==> config.mk <==
export PLATFORM = sky130hd
export DESIGN_NAME = seq_mult_flat
export DESIGN_NICKNAME = d
export VERILOG_FILES = /design/src/rtl/seq_mult_if.sv /design/src/rtl/seq_mult.sv /design/src/flat_wrapper.sv
export SDC_FILE = /design/constraint.sdc
export NUM_CORES = 1
export LEC_CHECK = 0
export CELL_PAD_IN_SITES_DETAIL_PLACEMENT = 1
export CELL_PAD_IN_SITES_GLOBAL_PLACEMENT = 2
export CORE_MARGIN = 3
export CORE_UTILIZATION = 38
export DETAILED_ROUTE_END_ITERATION = 10
export DONT_BUFFER_PORTS = 1
export GPL_TIMING_DRIVEN = 0
export PLACE_DENSITY = 0.86
export SYNTH_ARGS = -nofsm -noshare
export SYNTH_HDL_FRONTEND = slang
export SYNTH_SLANG_ARGS = --single-unit
==> constraint.sdc <==
create_clock -name clk -period 2.57 [get_ports clk]
set_clock_uncertainty 0.2 [all_clocks]
set_input_delay 0.6425 -clock clk [delete_from_list [all_inputs] [get_ports clk]]
set_output_delay 0.6425 -clock clk [all_outputs]
set_load 0.02 [all_outputs]
==> src/rtl/seq_mult_if.sv <==
// seq_mult_if: start/operand/result bundle between a multiplier client and seq_mult.
// The client side drives start, a and b; the multiplier returns ready, busy, done
// and the registered product.
interface seq_mult_if #(
  parameter int WIDTH = 8
);
  logic                   start;
  logic [WIDTH-1:0]       a;
  logic [WIDTH-1:0]       b;
  logic                   ready;
  logic                   busy;
  logic                   done;
  logic [2*WIDTH-1:0]     product;

  modport master (
    output start, a, b,
    input  ready, busy, done, product
  );

  modport slave (
    input  start, a, b,
    output ready, busy, done, product
  );
endinterface

==> src/rtl/seq_mult.sv <==
// seq_mult: multi-cycle WIDTH x WIDTH multiplier built around a single
// (WIDTH+1)-bit adder/subtractor that is used once per clock.
//
// Build option (macro BOOTH_SIGNED_EN):
//   defined   - two's complement operands and product, radix-2 Booth recoding.
//   undefined - unsigned operands and product, plain shift-add.
// Latency and handshake are identical in both builds: the operation is accepted
// on edge E0, product is written on edge E_WIDTH, and done pulses for one cycle.
module seq_mult #(
  parameter int WIDTH = 8
) (
  input  logic       clk,
  input  logic       rst_n,
  seq_mult_if.slave  bus
);

  localparam int CW = $clog2(WIDTH + 1);

  localparam logic [1:0] S_IDLE = 2'd0;
  localparam logic [1:0] S_CALC = 2'd1;
  localparam logic [1:0] S_DONE = 2'd2;

  logic [1:0]             state;
  logic [WIDTH-1:0]       m_reg;
  logic [WIDTH-1:0]       q_reg;
  logic signed [WIDTH:0]  acc;
  logic [CW-1:0]          cnt;
  logic [2*WIDTH-1:0]     prod;

  logic signed [WIDTH:0]  addend;
  logic                   cin;
  logic signed [WIDTH:0]  sum;
  logic signed [WIDTH:0]  acc_nx;
  logic [WIDTH-1:0]       q_nx;

`ifdef BOOTH_SIGNED_EN
  logic                   q_1;
  logic                   q1_nx;
`endif

  assign bus.ready   = (state == S_IDLE);
  assign bus.busy    = (state == S_CALC);
  assign bus.done    = (state == S_DONE);
  assign bus.product = prod;

  // One iteration: select the addend, run the shared adder, then shift right by one.
  always_comb begin
    addend = '0;
    cin    = 1'b0;
`ifdef BOOTH_SIGNED_EN
    q1_nx  = q_reg[0];
    case ({q_reg[0], q_1})
      2'b01:   addend = $signed({m_reg[WIDTH-1], m_reg});
      // Subtract as add of the inverted sign-extended multiplicand plus carry-in.
      2'b10: begin
        addend = $signed(~{m_reg[WIDTH-1], m_reg});
        cin    = 1'b1;
      end
      default: addend = '0;
    endcase
`else
    if (q_reg[0]) begin
      addend = $signed({1'b0, m_reg});
    end
`endif
    sum = acc + addend + $signed({{WIDTH{1'b0}}, cin});
`ifdef BOOTH_SIGNED_EN
    // Arithmetic shift keeps the sign guard of the (WIDTH+1)-bit accumulator.
    acc_nx = sum >>> 1;
`else
    acc_nx = $signed({1'b0, sum[WIDTH:1]});
`endif
    q_nx = {sum[0], q_reg[WIDTH-1:1]};
  end

  // Control FSM plus operand/accumulator/product registers.
  always_ff @(posedge clk or negedge rst_n) begin
    if (!rst_n) begin
      state <= S_IDLE;
      m_reg <= '0;
      q_reg <= '0;
      acc   <= '0;
      cnt   <= '0;
      prod  <= '0;
`ifdef BOOTH_SIGNED_EN
      q_1   <= 1'b0;
`endif
    end else begin
      case (state)
        S_IDLE: begin
          if (bus.start) begin
            m_reg <= bus.a;
            q_reg <= bus.b;
            acc   <= '0;
            cnt   <= CW'(WIDTH);
`ifdef BOOTH_SIGNED_EN
            q_1   <= 1'b0;
`endif
            state <= S_CALC;
          end
        end
        S_CALC: begin
          acc   <= acc_nx;
          q_reg <= q_nx;
`ifdef BOOTH_SIGNED_EN
          q_1   <= q1_nx;
`endif
          cnt   <= cnt - CW'(1);
          // Last iteration: the post-shift {acc, Q} is the exact product.
          if (cnt == CW'(1)) begin
            prod  <= {acc_nx[WIDTH-1:0], q_nx};
            state <= S_DONE;
          end
        end
        S_DONE:  state <= S_IDLE;
        default: state <= S_IDLE;
      endcase
    end
  end

endmodule

==> src/flat_wrapper.sv <==
// flat-port wrapper written by rule: the top's interface ports become plain ports
module seq_mult_flat 
#(
  parameter int WIDTH = 8
)
  (clk, rst_n, bus_start, bus_a, bus_b, bus_ready, bus_busy, bus_done, bus_product);
  seq_mult_if #(.WIDTH(WIDTH)) bus_i ();
  input  logic clk;
  input  logic rst_n;
  input wire logic [$bits(bus_i.start)-1:0] bus_start;
  input wire logic [$bits(bus_i.a)-1:0] bus_a;
  input wire logic [$bits(bus_i.b)-1:0] bus_b;
  output wire logic [$bits(bus_i.ready)-1:0] bus_ready;
  output wire logic [$bits(bus_i.busy)-1:0] bus_busy;
  output wire logic [$bits(bus_i.done)-1:0] bus_done;
  output wire logic [$bits(bus_i.product)-1:0] bus_product;
  assign bus_i.start = bus_start;
  assign bus_i.a = bus_a;
  assign bus_i.b = bus_b;
  assign bus_ready = bus_i.ready;
  assign bus_busy = bus_i.busy;
  assign bus_done = bus_i.done;
  assign bus_product = bus_i.product;
  seq_mult #(.WIDTH(WIDTH)) u_core (.clk(clk), .rst_n(rst_n), .bus(bus_i));
endmodule
==> reports/qor.yml, run 1 <==
yosys.area_share.simple_pct: 23.2
hpwl_mm: 3.61
rsz0062_at_grt: "false"
power.leakage_uw: 0.00122
post-route-period-util_pct: 91.9
tns_ps: 0
yosysUniqueCellTypes: 40
synth-xor-area-share_pct: 1.57
synth_top_area_share_pct: 51.7
setup_viol: 0
start_kind: "flop"
num_rows: 27
finalHoldViolations: 0
dp_cells: 304
drv_slew: 0
fmax_mhz: 424
yosysSeqAreaShare_pct: 51.7
slew_headroom_pct: 54.9
gp_congestion: 0.763
min_period_ps: 2360
routedWlPerCell_um: 16.6
yosys.area.top_type: "dfrtp_1"
nFillCells: 653
largest_reg_flops: 16
synth_warnings: 0
antenna_found_initial: 0
status: "finished clean"
crit_type: "flop to flop"
grt_max_degree: 47
cp_cell_sequence: "and2_1 > ha_1 > fa_1 > a21o_1 > a221oi_2 > o21ba_2 > o21ai_0"
slowest_stage: "dfrtp_1"
core_area_um2: 5570
ys_seq_elements: 46
synth_fp_nets: 262
drtIter0Drc: 45
grt_pass1_wl_mm: 8.52
end_kind: "flop"
synthCells: 232
nNetsFinal: 271
synth_top_family_by_area: "simple AND/OR/NAND/NOR gates"
pwr-share-comb_pct: 38.3
slowest_delay_ps: 460
tritoncts: "built"
hold_buffers: 2
die_y_um: 82.5
drive_gt1_share_pct: 12.0
p_switching_uw: 1380
numCtsBuffers: 5
ys_top_cells_by_area: "dfrtp_1, nand2_1, ha_1, nand3_1, a22oi_1"
p_seq_share_pct: 44.3
peakVddDrop_mv: 0.534
drt_pass1_iterations: 4
cts_resized: 0
hold_path_class: "input pin to flop"
route.detailed.drc: 0
multi_input_area_um2: 986
worstPathRequired_ps: 2550
grtUsageTotal_pct: 17.1
r2r_start: "u_core.q_reg[0]"
grt_pass1_vias: 1724
clkTransAtPathRegs_ps: 90
diodes: 0
die_x_um: 82.5
fin_util_pct: 44.2
detail-route-antenna-nets: 0
synth_edf_count: 0
internal_power_uw: 1810
cap_violations: 0
htree_levels: 2
synth_mux_area_share_pct: 0.450
start_util_pct: 39.9
regArea_um2: 1150
synth_area_um2: 2220
via_per_inst: 5.20
wl_mm: 5.21
crit_path_start: "u_core.q_reg[0]"
critical_path.max_fanout: 9
fin_ws_ps: 209
cts-root-buf: "clkbuf_8"
clk-insertion-delay-late_ps: 310
die-area_um2: 6810
dp_worst_setup_slack_ps: 219
worstMarginPinSlew_ps: 674
swShare_pct: 43.3
syn_area_per_cell_um2: 9.59
crit_arrival_ps: 2340
synthAdderAreaFrac_pct: 6.52
area_delta_synth_final_pct: 10.9
p_per_area_nw_per_um2: 1300
synthFlopType: "dfrtp_1"
stdcell_count: 314
hold_start: "bus_a[7]"
overflow: 0
io_pins: 38
clockBufferDepth: 2
synth-compound-area-share_pct: 12.5
clockPowerShare_pct: 17.4
cts_sinks: 46
num_vias: 1634
hold_ws_ps: 233
ys_async_sr_fraction_pct: 100
cts_setup_buffers: 0
io_buffers: 0
## worst paths after layout
| path | to | slack [ps] | depth (start not counted) |
|---|---|---|---|
| min reg2reg | u_core.m_reg[6] | 270 | 2 |
| max | u_core.bus.product[15] | 210 | 7 |
| min in group asynchronous | u_core.bus.product[14] | 660 | 2 |
| min | u_core.m_reg[7] | 230 | 2 |
| max in group asynchronous | u_core.bus.product[0] | 1290 | 2 |
| max reg2reg | u_core.bus.product[15] | 210 | 7 |
## layout by cell type (no fill, tap or decap), types with 2 or more instances in the layout
cell type and instances:
nand2_1 82, dfrtp_1 46, nand3_1 12, o21ai_0 11, ha_1 10, and2_1 8
a22oi_1 8, buf_2 5, clkbuf_8 5, inv_1 4, a21oi_1 4, buf_6 3
a211o_1 3, a21o_1 3, xnor2_1 3, a31oi_1 2, nand4_1 2, o21ai_2 2
nor3_1 2, clkinvlp_4 2
## Yosys cell counts (2+ instances only)
cell type and count:
ha_1 10, nand4_1 2, inv_1 4, nand2_1 82, a22oi_1 8, a211o_1 3, o21ai_0 11, xnor2_1 3
buf_2 5, buf_6 3, nand3_1 12, a21o_1 3, and2_1 8, a21oi_1 4, dfrtp_1 46, nor3_1 2
a31oi_1 2, o21ai_2 2
## final cells by class
class / instances / area share (%)
plain buffers: 9 / 2.69
clock buffers: 5 / 2.79
inverters: 5 / 0.863
clock inverters: 3 / 1.83
flip-flops and latches: 46 / 46.7
multi-input cells: 172 / 40.0
repair buffers: 2 / 1.52
well taps: 72 / 3.65
## per-layer routing
metal	global-route usage, %	vias to the layer above	part of all wire, %
li1	-	800	-
met1	22.3	798	49
met2	27.2	28	45
met3	5.42	8	4.4
met4	4.90	0	1.4
met5	0	-	0
## through the flow
| step | total power, uW | instance area, um2 |
|---|---|---|
| floorplan | 2320 | 2220 |
| global route | 3490 | 2470 |
| global placement | 2600 | 2310 |
| CTS | 3240 | 2470 |
| finish | 3200 | 2470 |
| detailed placement | 2650 | 2310 |
## cells by family after synthesis
logic type	Yosys count
and+or+nand+nor	116
DFF	46
AOI/OAI and AO/OA	40
buffers and inverters	14
adders and majority gates	11
xor gates and xnor gates	4
muxes	1
## critical path, delay by kind of cell, from the launching register on
family / cells / cell delay [ps]
compound gates: 4 / 790
fa+ha+maj: 2 / 630
flops: 1 / 460
simple gates: 1 / 170
## power by group through the flow
stage	logic (uW)	registers [uW]	clock network, uW
2_1_floorplan	950	1370	0
3_3_place_gp	1170	1430	0
3_5_place_dp	1220	1440	0
4_1_cts	1240	1420	572
5_1_grt	1420	1470	605
6_report	1220	1420	558
No activity file was read; power rests on OpenSTA's default activity.
==> run 2: changes to the inputs <==
Settings changed: TNS_END_PERCENT set to 1.
==> results of run 2 <==
No change in the layout: final DEF, timing and power equal those of run 1.
